## src/rtl/linked_list_fifo_pop_scheduler_pkg.sv

```systemverilog
// Shared helpers for the linked-list FIFO pop scheduler: index-width
// derivation and the per-queue count field position inside fifo_count.
package llf_pkg;

  localparam int unsigned DEF_WIDTH      = 64;
  localparam int unsigned DEF_FIFOS      = 4;
  localparam int unsigned DEF_LOG2_DEPTH = 11;
  localparam int unsigned DEF_BURST      = 4;

  // Number of bits needed to hold max_val (at least 1).
  function automatic int unsigned idx_width(input int unsigned max_val);
    int unsigned w;
    w = 1;
    for (int unsigned i = 1; i < 32; i++) begin
      if ((max_val >> i) != 0) w = i + 1;
    end
    return w;
  endfunction

  // LSB of queue idx's occupancy field in the packed fifo_count bus.
  function automatic int count_lsb(input int idx, input int field_w);
    return idx * field_w;
  endfunction

endpackage

```

## src/rtl/linked_list_fifo_pop_scheduler_rr_pick.sv

```systemverilog
// Rotate-priority picker: returns the first requesting index scanning
// ptr+1, ptr+2, ... modulo N, with ptr itself considered last.
//  req     in  N   request per index
//  ptr     in  IW  current priority pointer
//  gnt_idx out IW  chosen index (0 when none)
//  gnt_vld out 1   any request present
module rr_pick #(
  parameter int unsigned N  = 4,
  parameter int unsigned IW = 2
) (
  input  logic [N-1:0]  req,
  input  logic [IW-1:0] ptr,
  output logic [IW-1:0] gnt_idx,
  output logic          gnt_vld
);

  logic [IW-1:0] idx;

  // Scan from farthest to nearest so the nearest requester wins.
  always_comb begin
    gnt_idx = '0;
    gnt_vld = 1'b0;
    idx     = '0;
    for (int unsigned k = N; k >= 1; k--) begin
      idx = IW'((32'(ptr) + k) % N);
      if (req[idx]) begin
        gnt_idx = idx;
        gnt_vld = 1'b1;
      end
    end
  end

endmodule

```

## src/rtl/linked_list_fifo_pop_scheduler.sv

```systemverilog
// Drains a shared linked-list FIFO bank onto one valid/ready stream using
// burst-limited round robin; a 2-entry buffer hides the RAM read latency.
//  clk, rst              clock / async active-low reset
//  enable                per-queue service mask
//  fifo_count            packed per-queue occupancy
//  fifo_pop, fifo_sel    pop strobe and queue index to the FIFO (combinational)
//  fifo_q                read data, valid the cycle after fifo_pop
//  out_valid/ready/data  output stream, out_fifo = source queue of head
//  busy                  buffered entry or read in flight
module linked_list_fifo_pop_scheduler
  import llf_pkg::*;
#(
  parameter int unsigned WIDTH      = DEF_WIDTH,
  parameter int unsigned FIFOS      = DEF_FIFOS,
  parameter int unsigned LOG2_FIFOS = idx_width(FIFOS - 1),
  parameter int unsigned LOG2_DEPTH = DEF_LOG2_DEPTH,
  parameter int unsigned BURST      = DEF_BURST
) (
  input  logic                        clk,
  input  logic                        rst,
  input  logic [FIFOS-1:0]            enable,
  input  logic [LOG2_DEPTH*FIFOS-1:0] fifo_count,
  output logic                        fifo_pop,
  output logic [LOG2_FIFOS-1:0]       fifo_sel,
  input  logic [WIDTH-1:0]            fifo_q,
  output logic                        out_valid,
  input  logic                        out_ready,
  output logic [WIDTH-1:0]            out_data,
  output logic [LOG2_FIFOS-1:0]       out_fifo,
  output logic                        busy
);

  localparam int unsigned CW = idx_width(BURST);

  logic [FIFOS-1:0]      elig;
  logic [LOG2_FIFOS-1:0] ptr;
  logic [CW-1:0]         cnt;
  logic [LOG2_FIFOS-1:0] gnt_idx;
  logic                  gnt_vld;
  logic                  keep;
  logic [LOG2_FIFOS-1:0] sel;
  logic                  hs;
  logic                  credit;
  logic                  inflight;
  logic [LOG2_FIFOS-1:0] infl_sel;
  logic [1:0]            occ;
  logic [1:0]            occ_nxt;
  logic [WIDTH-1:0]      buf1_data;
  logic [LOG2_FIFOS-1:0] buf1_fifo;

  // Queue is eligible when enabled and non-empty.
  for (genvar g = 0; g < FIFOS; g++) begin : g_elig
    assign elig[g] = enable[g] &&
                     (fifo_count[count_lsb(g, LOG2_DEPTH) +: LOG2_DEPTH] != '0);
  end

  rr_pick #(.N(FIFOS), .IW(LOG2_FIFOS)) u_pick (
    .req     (elig),
    .ptr     (ptr),
    .gnt_idx (gnt_idx),
    .gnt_vld (gnt_vld)
  );

  // Stay on the current queue while its burst lasts, else rotate.
  assign keep     = elig[ptr] && (cnt < CW'(BURST));
  assign sel      = keep ? ptr : gnt_idx;
  assign hs       = out_valid && out_ready;
  // Buffer slots still free once the in-flight read lands and head leaves.
  assign credit   = (3'(occ) + 3'(inflight) - 3'(hs)) < 3'd2;
  assign fifo_pop = gnt_vld && credit;
  assign fifo_sel = fifo_pop ? sel : '0;

  always_comb begin
    occ_nxt = occ;
    case ({inflight, hs})
      2'b10:   occ_nxt = occ + 2'd1;
      2'b01:   occ_nxt = occ - 2'd1;
      default: occ_nxt = occ;
    endcase
  end

  // Grant pointer and burst counter; any non-pop cycle ends the burst.
  always_ff @(posedge clk or negedge rst) begin
    if (!rst) begin
      ptr <= '0;
      cnt <= '0;
    end else if (fifo_pop) begin
      ptr <= sel;
      cnt <= keep ? cnt + CW'(1) : CW'(1);
    end else begin
      cnt <= '0;
    end
  end

  // Read-return tracking: one-cycle RAM latency.
  always_ff @(posedge clk or negedge rst) begin
    if (!rst) begin
      inflight <= 1'b0;
      infl_sel <= '0;
    end else begin
      inflight <= fifo_pop;
      infl_sel <= fifo_sel;
    end
  end

  // In-order 2-entry buffer; head lives directly in out_data/out_fifo.
  always_ff @(posedge clk or negedge rst) begin
    if (!rst) begin
      occ       <= '0;
      out_valid <= 1'b0;
      busy      <= 1'b0;
      out_data  <= '0;
      out_fifo  <= '0;
      buf1_data <= '0;
      buf1_fifo <= '0;
    end else begin
      occ       <= occ_nxt;
      out_valid <= (occ_nxt != 2'd0);
      busy      <= (occ_nxt != 2'd0) || fifo_pop;
      case ({inflight, hs})
        2'b10: begin
          if (occ == 2'd0) begin
            out_data <= fifo_q;
            out_fifo <= infl_sel;
          end else begin
            buf1_data <= fifo_q;
            buf1_fifo <= infl_sel;
          end
        end
        2'b01: begin
          out_data <= buf1_data;
          out_fifo <= buf1_fifo;
        end
        2'b11: begin
          if (occ == 2'd1) begin
            out_data <= fifo_q;
            out_fifo <= infl_sel;
          end else begin
            out_data  <= buf1_data;
            out_fifo  <= buf1_fifo;
            buf1_data <= fifo_q;
            buf1_fifo <= infl_sel;
          end
        end
        default: ;
      endcase
    end
  end

endmodule

```

## config.mk

```make
export PLATFORM = sky130hd
export DESIGN_NAME = linked_list_fifo_pop_scheduler
export DESIGN_NICKNAME = d
export VERILOG_FILES = /design/src/rtl/linked_list_fifo_pop_scheduler_pkg.sv /design/src/rtl/linked_list_fifo_pop_scheduler_rr_pick.sv /design/src/rtl/linked_list_fifo_pop_scheduler.sv
export SDC_FILE = /design/constraint.sdc
export NUM_CORES = 1
export LEC_CHECK = 0
export CAP_MARGIN = 20
export CORE_MARGIN = 3
export CORE_UTILIZATION = 47
export DETAILED_ROUTE_END_ITERATION = 16
export GPL_ROUTABILITY_DRIVEN = 0
export GPL_TIMING_DRIVEN = 1
export PLACE_DENSITY = 0.8
export RECOVER_POWER = 100
export SYNTH_ARGS = -nofsm -noshare
export SYNTH_HDL_FRONTEND = slang
export SYNTH_SLANG_ARGS = --single-unit
```

## constraint.sdc

```tcl
create_clock -name clk -period 3.4 [get_ports clk]
set_clock_uncertainty 0.05 [all_clocks]
set_input_delay 0.34 -clock clk [delete_from_list [all_inputs] [get_ports clk]]
set_output_delay 0.34 -clock clk [all_outputs]
set_load 0.1 [all_outputs]
```

==> reports/qor.yml, run 1 <==
slew_headroom_pct: -50.33
syn_inst: 532
synthTopCellsByCount: "dfrtp_1 (144), nand2_1 (73), o21ai_0 (69)"
grt_pass1_vias: 5181
crit_path_start: "fifo_count[23]"
syn-num-nets: 655
yosysTopAreaCell: "dfrtp_1"
port_buffers: 185
cp-start-kind: "input pin"
r2r-start: "out_valid"
postSynthAreaPerCell_um2: 11.65
htreeDepth: 4
violations: "max-capacitance violations, max-slew violations"
timing.final.crit_share_pct: 97.93
die-area_mm2: 0.01460
grt_usage_pct: 21.85
synth_top_area_share_pct: 58.16
final.setup.tns_ns: 0
ios: 186
grt_remaining_overflow: 0
min_from: "cnt[0]"
synthTopCellsByArea: "dfrtp_1 (58%), mux2_2 (12%), a22oi_1 (8.0%)"
detail-route-antenna-nets: 0
finalSetupViolations: 0
cap_violations: 1
wl_per_cell_um: 17.59
cts_buffers: 17
clock-sinks: 144
worst_slew_pin_slew_ns: 2.255
synthArstFlopShare_pct: 100.0
clk_pin_slew_ns: 0.06
hpwl_um: 10510
critPathKind: "in2out"
synth_seq_cells: 144
synth_edf_count: 0
status: "finished with violations"
drt_iter0_drc: 397
antennaDiodeCount: 0
slew_violations: 92
die_w_um: 120.8
core_area_mm2: 0.01277
dr_total_vias: 4977
max_freq_mhz: 300.3
routed_wl_um: 15820
hold_viol: 0
ctsLongestPathBuffers: 2
layout.nets: 837
required_ns: 3.01
initial_core_util_pct: 48.51
netlist_area_mm2: 0.006196
rsz0062_at_grt: "yes"
antenna_found_initial: 0
grt_pass1_wl_um: 25410
critPathMaxFanout: 3
endpoint_kind: "output port"
clock_latency_ns: 0.41
cts-root-buf: "clkbuf_16"
nFillCells: 903
layout-drive-gt1-share_pct: 18.98
ys_seq_area_share_pct: 58.16
rows: 41
area_delta_synth_final_pct: 45.70
dr.pass1.iters: 5
drc: 0
min_path_type: "reg2reg"
critPathArrivalTime_ns: 2.94
die_h_um: 120.8
yosysWarningCount: 0
yosysUniqueCellTypes: 43
fin_crit_ns: 3.330
grt_start_max_net_pins: 133
post-synth-top-count-cell: "dfrtp_1"
vias_per_cell: 5.536
synth-main-ff-cell: "dfrtp_1"
cts_tree: "built"
==> flip-flops by register name, indices dropped and copies added, names as in the netlist <==
signal / flops
inflight: 1
out_fifo: 2
infl_sel: 2
ptr: 2
busy: 1
out_data: 64
buf1_data: 64
out_valid: 1
cnt: 3
buf1_fifo: 2
occ: 2
==> layer usage <==
| metal | routed length [µm] | vias to the layer above | track usage, % |
|---|---|---|---|
| li1 | - | 2305 | - |
| met1 | 6385 | 2468 | 27.42 |
| met2 | 8149 | 165 | 37.09 |
| met3 | 872 | 39 | 5.192 |
| met4 | 408 | 0 | 7.649 |
| met5 | 0 | - | 0 |
==> final cells by class <==
class	instances	area [µm²]	share of cell area, %
clock inverters	14	165.2	1.830
clock buffers	18	439.2	4.865
flip-flops and latches	144	3605	39.93
multi-input cells	343	2526	27.98
well taps	172	215.2	2.384
repair buffers	198	2039	22.59
inverters	10	37.54	0.4158
==> final timing paths <==
path                            endpoint  slack [ns]  cells past startpoint
min in group asynchronous  buf1_data[47]        1.05                      2
hold / removal                    cnt[0]        0.42                      1
max in group asynchronous   out_data[19]        0.88                      2
hold reg to reg                   cnt[0]        0.42                      1
setup / recovery             fifo_sel[0]        0.07                      8
setup reg to reg             infl_sel[0]        0.83                     12
==> metrics by stage <==
step                      instance area [µm²]  hold WS [ns]  setup slack (ns)  utilization, %  std cells
after floorplan                          6226     -0.005591           0.09549               -        532
after global placement                   8357        0.3889           0.06880           65.42        864
after detailed placement                 8357        0.4200         -0.006731           65.42        864
after CTS                                8976        0.4286           0.03230           70.27        897
after global routing                     9027        0.4332          -0.03836           70.67        899
final                                    9027        0.4164           0.07034           70.67        899
==> critical path: stages <==
cell             delay [ns]
clkdlybuf4s50_1        0.41
or4_1                  0.57
o31a_1                 0.39
or4_1                  0.43
nand4_1                0.18
nor2_1                 0.09
o31ai_4                0.30
buf_12                 0.21
==> kinds of logic after synthesis <==
logic type / after synthesis / synth area share (%)
adders and majority gates: 8 / 1.737
xor gates and xnor gates: 1 / 0.1414
muxes: 68 / 12.32
AOI/OAI and AO/OA: 160 / 17.14
DFF: 144 / 58.16
buffers and inverters: 45 / 2.726
and+or+nand+nor: 106 / 7.774
==> repair_timing <==
| action | CTS | global route |
|---|---|---|
| buffers inserted | 0 | 2 |
| cloned | 0 | 0 |
| endpoints found under the setup margin | 1 | 1 |
| endpoints found under the hold margin | 91 | 0 |
| gates resized for setup | 2 | 10 |
| pin swaps | 2 | 6 |
| hold buffers | 1 | 0 |
==> placed cells by master, fill, tap and decap left out, types with 5 or more instances in the layout <==
cell type	instances
o21ai_0	68
buf_12	8
ha_1	6
clkbuf_16	17
buf_4	7
clkdlybuf4s50_1	181
or4_1	7
mux2_2	66
a22oi_1	66
inv_1	7
nand2_1	72
clkinv_2	5
dfrtp_1	143
Power of run 1 is left out: the tool's default activity adds up to more than one toggle a clock period on the data nets, which glitch-free logic cannot reach.
==> inputs of run 2 (changes only) <==
Settings changed: GPL_TIMING_DRIVEN 1 to 0.
==> run 2 against run 1 <==
Compared with the run above:
- setup slack worse by 0.0040 ns
- die area stayed put
- the flow still finishes with violations (max-capacitance violations, max-slew violations)
- register-to-register slack worse by 0.52 ns
- worst hold slack worse by 0.013 ns
- routed wire length is 1.5% lower
- critical endpoint unchanged
- highest routed layer unchanged
- first-iteration DRC count is 20% lower
- sequential share of layout area is 0.12 points higher
- final cell count is 3.0% higher
- via count is 0.22% higher
- clock-buffer cell count is 4 higher
- non-clock buffer count is 28 higher
==> reports/qor.yml, run 2 (synthesis results as in run 1) <==
ios: 186
rr_worst_depth: 7
clock_latency_ns: 0.41
required_ns: 3.01
htreeDepth: 4
rows: 41
met3_usage_pct: 5.285
hold_viol: 0
drt_iter0_drc: 316
clk_pin_slew_ns: 0.05
die_w_um: 120.8
most-common-layout-cells: "clkdlybuf4s50_1 (181), dfrtp_1 (143), nand2_1 (72), o21ai_0 (69)"
max_freq_mhz: 300.0
routed_wl_um: 15590
dp.cells: 890
clock-sinks: 144
slew_violations: 39
place_ws_ns: -1.153
layout.nets: 865
critPathKind: "in2out"
grt_usage_pct: 22.38
largest_registers: "buf1_data: 64 flops, out_data: 64 flops, cnt: 3 flops"
holdPathStages: 1
port_buffers: 185
slew_headroom_pct: -28.16
grt_pass1_vias: 5278
finalNonFillerCells: 926
detail-route-antenna-nets: 0
vias_per_cell: 5.387
violations: "max-capacitance violations, max-slew violations"
cap_violations: 1
endpoint_kind: "output port"
drc: 0
core_area_mm2: 0.01277
top_usage_layer: "met2"
finalSetupViolations: 0
fin_crit_ns: 3.334
timing.final.crit_share_pct: 98.05
critPathArrivalTime_ns: 2.94
dr.pass1.iters: 4
worst_slew_pin_slew_ns: 1.922
final_common_cell: "clkdlybuf4s50_1"
use_met1_pct: 27.06
ctsLongestPathBuffers: 2
antenna_found_initial: 0
die_h_um: 120.8
gr-usage-met2_pct: 39.19
grt_remaining_overflow: 0
layout-drive-gt1-share_pct: 16.71
antennaDiodeCount: 0
area_delta_synth_final_pct: 45.25
status: "finished with violations"
hpwl_um: 11570
dr_total_vias: 4988
critPathMaxFanout: 6
grt_pass1_wl_um: 25820
cp-start-kind: "input pin"
finalWorstSetupSlack_ns: 0.06633
grt_start_max_net_pins: 108
rsz0062_at_grt: "yes"
whs_ns: 0.4032
cts_buffers: 17
cts_tree: "built"
initial_core_util_pct: 48.51
min_path_type: "reg2reg"
cts-root-buf: "clkbuf_16"
wl_per_cell_um: 16.83
die-area_mm2: 0.01460
## run 2: path summary, 6_finish.rpt
kind / start / end / slack [ns]
setup reg to reg: out_valid / out_data[62] / 0.31
setup / recovery: fifo_count[35] / fifo_sel[0] / 0.07
hold reg to reg: cnt[0] / cnt[0] / 0.40
min in group asynchronous: rst / out_data[54] / 0.96
hold / removal: cnt[0] / cnt[0] / 0.40
max in group asynchronous: rst / buf1_data[62] / 0.57
## run 2: through the flow
| stage | TNS, ns | area (µm²) | util, % |
|---|---|---|---|
| after floorplan | 0 | 6226 | - |
| after global placement | -487.11 | 8293 | 64.92 |
| after detailed placement | -3.077 | 8322 | 65.15 |
| after CTS | 0 | 8981 | 70.31 |
| after global routing | -0.02497 | 9000 | 70.46 |
| final | 0 | 9000 | 70.46 |
## run 2: cell type report
type / count / area (µm²)
multi-input combinational: 343 / 2505
tap: 172 / 215.2
fill: 883 / 3774
buffer: 35 / 131.4
timing repair buffer: 191 / 1903
sequential: 144 / 3605
clock inverter: 9 / 106.4
inverter: 10 / 40.04
clock buffer: 22 / 494.2
## run 2: repair_timing
action                                  in CTS  in global routing
hold buffers                                 1                  0
resized for setup                           21                 10
endpoints found under the hold margin       37                  0
setup buffers                                4                  0
endpoints found under the setup margin       3                  3
pin swaps                                    2                  7
## run 2: critical path, cell delays in order
cell	delay, ns
clkdlybuf4s50_1	0.39
or4_1	0.56
o31a_1	0.40
a22oi_2	0.32
o31ai_2	0.18
or3b_4	0.44
o31ai_4	0.09
buf_12	0.22
## run 2: layer usage
layer	vias up	share of wire [%]
met5	-	0
met4	0	2.0
met3	24	4.8
met2	145	52
met1	2461	41
li1	2358	-
Power of run 2 is left out for the same reason.
==> inputs of run 3 (changes only) <==
Settings changed: SKIP_CTS_REPAIR_TIMING from default to 1.
==> run 3 against run 2 <==
Compared with the run above:
- the run still ends with max-capacitance violations, max-slew violations left
- die area is the same
- via count is the same
- setup slack is essentially flat
- worst hold slack gained 0.0045 ns
==> reports/qor.yml, run 3 (synthesis results as in run 1) <==
clk_pin_slew_ns: 0.06
max_freq_mhz: 300.0
ctsLongestPathBuffers: 2
area_delta_synth_final_pct: 45.21
status: "finished with violations"
slew_headroom_pct: -28.23
detail-route-antenna-nets: 0
rsz0062_at_grt: "yes"
min_path_type: "reg2reg"
slew_violations: 39
grt_start_max_net_pins: 108
fin_crit_ns: 3.334
timing.final.crit_share_pct: 98.05
violations: "max-capacitance violations, max-slew violations"
die_w_um: 120.8
final_common_cell: "clkdlybuf4s50_1"
nFillCells: 883
htreeDepth: 4
cp_slowest_cell: "or3b_4"
routed_wl_um: 15670
final_util_pct: 70.44
required_ns: 3.01
cap_violations: 1
critPathArrivalTime_ns: 2.94
worst_slew_pin_slew_ns: 1.924
largest_registers: "buf1_data: 64 flops, out_data: 64 flops, cnt: 3 flops"
dr.pass1.iters: 5
crit_path_cell_trace: "nand2_2 > inv_2 > ha_4 > nor2_2 > fa_2 > xnor2_2 > nor2_4 > o41ai_4 > nor3_1 > or3b_4 > o31ai_4 > buf_12"
layout-drive-gt1-share_pct: 16.69
finalSetupViolations: 0
cp_top_family: "simple AND/OR/NAND/NOR gates"
rows: 41
die-area_mm2: 0.01460
die_h_um: 120.8
drt_iter0_drc: 306
initial_core_util_pct: 48.51
slowest_delay_ns: 0.41
antenna_found_initial: 0
most-common-layout-cells: "clkdlybuf4s50_1 (181), dfrtp_1 (143), nand2_1 (72), o21ai_0 (69)"
cp_num_buf_inv: 2
core_area_mm2: 0.01277
ios: 186
hpwl_um: 11570
layout.nets: 866
antennaDiodeCount: 0
grt_remaining_overflow: 0
drc: 0
port_buffers: 185
clock-sinks: 144
dr_total_vias: 4988
clock_latency_ns: 0.41
grt_usage_pct: 22.20
cp-start-kind: "flop"
critPathMaxFanout: 5
grt_pass1_wl_um: 25610
critPathKind: "reg2out"
grt_pass1_vias: 5247
endpoint_kind: "output port"
cts_buffers: 17
cts_tree: "built"
vias_per_cell: 5.381
cts-root-buf: "clkbuf_16"
wl_per_cell_um: 16.90
hold_viol: 0
[run 3: changes by cell type in the layout (fill, tap and decap cells not counted)]
cell and delta:
nor2_2 +1, nand2_4 -1, inv_4 -1, inv_1 +1, clkdlybuf4s15_2 -1, nor2_4 -1
o41ai_2 +1, buf_2 -1, clkbuf_2 +2, nand2_2 +1
[run 3: metal layers]
layer | vias up | GRT usage, % | part of all wire (%)
met5 | - | 0 | 0
met4 | 0 | 7.861 | 2.0
met3 | 24 | 5.332 | 5.1
met2 | 150 | 38.81 | 52
met1 | 2450 | 26.81 | 41
li1 | 2364 | - | -
[run 3: worst paths after layout]
kind,from,to,slack [ns],cells after the start
min in group asynchronous,rst,out_data[54],0.96,2
setup / recovery,out_valid,fifo_sel[0],0.07,12
hold / removal,cnt[0],cnt[0],0.41,1
setup reg to reg,out_valid,out_data[27],0.47,9
max in group asynchronous,rst,out_valid,0.55,3
hold reg to reg,cnt[0],cnt[0],0.41,1
[run 3: layout make-up]
cell class / instances / area (µm²) / area share (%)
timing repair buffer: 191 / 1897 / 21.08
buffer: 35 / 131.4 / 1.460
inverter: 10 / 37.54 / 0.4172
clock buffer: 22 / 494.2 / 5.493
clock inverter: 9 / 106.4 / 1.182
sequential: 144 / 3605 / 40.06
multi-input combinational: 344 / 2511 / 27.91
tap: 172 / 215.2 / 2.392
[run 3: worst register-to-register path, delay by kind of cell, from the launching register on]
kind	cells	cell delay [ns]
AOI/OAI and AO/OA	2	0.74
DFF	1	0.40
and+or+nand+nor	2	0.20
adders and majority gates	1	0.25
buffers and inverters	4	1.19
[run 3: per-stage QoR]
stage	setup TNS (ns)	hold WS, ns	setup slack (ns)	cells	area [µm²]
global placement	-487.11	0.3897	-3.880	889	8293
detailed placement	-3.077	0.2095	-1.153	890	8322
finish	0	0.4076	0.06619	927	8997
CTS	-2.450	-0.2418	-1.217	921	8922
global route	-0.05776	0.4211	-0.05776	927	8997
floorplan	0	-0.005591	0.09549	532	6226
Power of run 3 is left out for the same reason.
==> patch 1: new RTL, settings of run 1 <==
Set the package constant `DEF_WIDTH` to 32 (it was 64).
--- a/src/rtl/linked_list_fifo_pop_scheduler_pkg.sv
+++ b/src/rtl/linked_list_fifo_pop_scheduler_pkg.sv
@@ -2,7 +2,7 @@
 // derivation and the per-queue count field position inside fifo_count.
 package llf_pkg;
 
-  localparam int unsigned DEF_WIDTH      = 64;
+  localparam int unsigned DEF_WIDTH      = 32;
   localparam int unsigned DEF_FIFOS      = 4;
   localparam int unsigned DEF_LOG2_DEPTH = 11;
   localparam int unsigned DEF_BURST      = 4;
Interface: changed (resized fifo_q and out_data); port bits go from 186 to 122. No check against the original RTL was run, so the function may have changed too.
==> patch 1 against run 1 <==
  * Wire length shrank 44%
  * Sequential share of layout area shrank 2.4 points
  * Synthesized cell count shrank 40%
  * Maximum frequency shrank 1.3%
  * Non-clock buffer count shrank 58
  * Die area shrank 38%
  * Count of clock-buffer cells in the layout shrank 7
  * Area after synthesis shrank 40%
  * Largest cell class unchanged
  * Cell area shrank 41%
  * Global-route usage shrank 1.8 points
  * Setup slack lost 44 ps
  * The flow still finishes with violations (max-capacitance violations, max-slew violations)
  * Register-to-register slack gained 50 ps
  * Sequential cell count shrank 64
Power is not shown: default switching activity piles up to over one toggle a cycle in this logic, so the estimate is an artifact.
==> patch 1: results <==
[routing]
via_per_inst = 5.31
drt_pre_antenna_iters = 4
drtIter0Drc = 90
num_vias = 2949

[yosys]
postSynthNetCount = 410
synthTopCellsByCount = "dfrtp_1, nand2_1, o21ai_0"
synth_area_leaders = "dfrtp_1, mux2_2, a22oi_1"
seq_area_frac_synth = 0.540

[placed_design]
port-buffer-count = 121
dp_hpwl_mm = 6.12

[clock_network]
cts-root-buf = "clkbuf_8"
clk-insertion-delay-late_ps = 340
clk_pin_slew_ps = 80
cts-htree-levels = 3
cts_buffers = 9

[grt]
grt_max_degree = 81

[min_path]
min_from = "out_data[22]"

[critical_path]
worstReg2RegEnd = "buf1_data[3]"
reg2regPathDepth = 6
crit_arrival_ps = 2980

[run_status]
status = "complete, but fails checks"
violations = "max-capacitance violations, max-slew violations"

[sta]
slew_violations = 81
tightest_slew_ps = 1940

[cells_and_area]
top_regs = "buf1_data (32), out_data (32), cnt (3)"

[job]
cap_violations = 1
==> patch 1: timing repair <==
item	CTS	global route
gates resized for setup	0	7
buffers inserted	0	8
endpoints found under the setup margin	0	1
==> patch 1: per-layer routing <==
layer | up-vias | wire [um] | track usage
met5 | - | 0 | 0
met4 | 0 | 104 | 0.0493
met3 | 12 | 462 | 0.0558
met2 | 82 | 4590 | 0.340
met1 | 1435 | 3640 | 0.255
li1 | 1420 | - | -
==> patch 1: logic make-up (layout without fill, tap and decap cells) <==
logic type	count (synthesis)	after routing	share of synthesized area
AND/OR/NAND/NOR	74	74	0.109
XOR/XNOR	1	1	0.00236
adder cells (fa/ha/maj)	9	9	0.0317
AO/OA/AOI/OAI	90	90	0.170
buffers and inverters	28	165	0.0304
multiplexers	37	37	0.116
flip-flops	80	80	0.540
==> patch 1: stage by stage <==
step                hold WS [ps]  setup TNS (ps)  worst slack [ps]  area [um^2]
detailed placement           415               0              38.8         5100
finish                       424               0              26.8         5340
global route                 445           -64.0             -64.0         5340
floorplan                  -5.59            -123             -61.6         3710
global placement             391               0              63.4         5100
CTS                          134               0              25.5         5270
==> patch 1: area by class of cell <==
cell class	instances	area (um^2)
Tap cell	99	124
Fill cell	542	2110
Multi-Input combinational cell	211	1610
Clock inverter	4	30.0
Sequential cell	80	2000
Clock buffer	11	141
Timing Repair Buffer	140	1390
Inverter	10	37.5
==> patch 1: worst max-delay path: stages <==
cell,delay (ps)
clkdlybuf4s50_1,400
or4_4,540
o31ai_4,320
or3b_1,420
a21oi_2,220
nor4_4,80
mux2_4,320
nor2_4,150
buf_12,190
==> patch 2: new RTL, flow settings as in run 1 <==
Made on the original files. Make the reset (`rst`) synchronous in 3 clocked blocks. Comments in the files are not updated.
--- a/src/rtl/linked_list_fifo_pop_scheduler.sv
+++ b/src/rtl/linked_list_fifo_pop_scheduler.sv
@@ -80,7 +80,7 @@
   end
 
   // Grant pointer and burst counter; any non-pop cycle ends the burst.
-  always_ff @(posedge clk or negedge rst) begin
+  always_ff @(posedge clk) begin
     if (!rst) begin
       ptr <= '0;
       cnt <= '0;
@@ -93,7 +93,7 @@
   end
 
   // Read-return tracking: one-cycle RAM latency.
-  always_ff @(posedge clk or negedge rst) begin
+  always_ff @(posedge clk) begin
     if (!rst) begin
       inflight <= 1'b0;
       infl_sel <= '0;
@@ -104,7 +104,7 @@
   end
 
   // In-order 2-entry buffer; head lives directly in out_data/out_fifo.
-  always_ff @(posedge clk or negedge rst) begin
+  always_ff @(posedge clk) begin
     if (!rst) begin
       occ       <= '0;
       out_valid <= 1'b0;
Function: differs if rst is asserted again (counterexample within 4 cycles, from zero or initial values and one cycle with rst low); with rst held inactive, the same outputs for 4 cycles.
==> patch 2 against run 1 <==
  * Wire length grew 6.7%
  * Largest cell class is now multi-input gates
  * Core utilization shrank 1.5 points
  * Area after synthesis grew 1.0%
  * Highest routed layer unchanged
  * Sequential cell count is the same
  * Global-route usage grew 1.5 points
  * Cell area shrank 1.7%
  * Setup slack gained 76 ps
==> patch 2: results <==
[routing]
via_per_inst = 5.70
drtIter0Drc = 513
wl_met3_mm = 1.26
routed_wl_mm = 16.9
drt_pre_antenna_iters = 6
wl_met1_mm = 6.99
wl_met2_mm = 8.29

[critical_path]
crit_path_max_fanout = 6
crit_arrival_ps = 2860
regToRegStartpoint = "out_valid"
reg2regPathDepth = 7
slowest_stage = "or4_4"
crit_start = "fifo_count[16]"
cp_top_family = "simple AND/OR/NAND/NOR gates"
worstReg2RegEnd = "buf1_data[9]"
regToRegSetupSlack_ps = 530

[power]
clockPowerShare = 0.178
p_total_w = 0.00968

[cells_and_area]
flops_and_latches = 144
layout.nonclk_buf_frac = 0.222
multi_input_area_um2 = 3200
multi_input_cells = 497
fin_nets = 992
clkCellAreaFrac = 0.0626
n_fill_cell = 992
sh_seq_area = 0.325
drive_gt1_frac = 0.0863
n_all_buffers = 196
nClkBuffers = 24
inv_count = 12

[yosys]
async_flop_share = 0
synth_fa_ha_area_frac = 0.0192
synth_xor_area_frac = 0.00140
yosys-mux-area-fraction = 0.00500
synth_area_leaders = "dfxtp_1, a221oi_1, nand2_1"
seq_area_frac_synth = 0.461
synthTopCellsByCount = "dfxtp_1, nand2_1, nor2_1"
synth_compound_area_frac = 0.236
postSynthNetCount = 837
synth.distinct_cells = 50

[grt]
grt_max_degree = 83
grt_pass1_wl_mm = 28.1
met2_usage = 0.396
met1_usage = 0.286
grt_usage = 0.233
grt_util_met3 = 0.0597

[placed_design]
placed_cell_area_um2 = 8370
dp_hpwl_mm = 11.2

[min_path]
whs_endpoint = "cnt[0]"
min_from = "cnt[0]"

[sta]
tightest_slew_ps = 1310

[floorplan]
core-area_um2 = 12800

[run_status]
status = "completed"

[clock_network]
cts_resized = 0
-- patch 2: changes by cell type in the layout (fill, tap and decap cells not counted), moves of 65 or more --
| cell | run 1 | this run |
|---|---|---|
| a22oi_1 | 66 | 1 |
| dfxtp_1 | 0 | 143 |
| nor2_1 | 3 | 70 |
| dlygate4sd3_1 | 1 | 68 |
| nand2_1 | 72 | 138 |
| clkdlybuf4s50_1 | 181 | 113 |
| dfrtp_1 | 143 | 0 |
| a21boi_0 | 1 | 66 |
| a221oi_1 | 0 | 66 |
| mux2_2 | 66 | 1 |
-- patch 2: through the flow --
step / utilization / setup WS, ps / hold slack [ps] / std cells
finish: 0.692 / 147 / 389 / 1053
CTS: 0.696 / 230 / 388 / 1053
global route: 0.692 / 89.1 / 402 / 1053
detailed placement: 0.653 / 231 / 380 / 1021
global placement: 0.653 / 293 / 382 / 1021
floorplan: - / -20.9 / 365 / 713
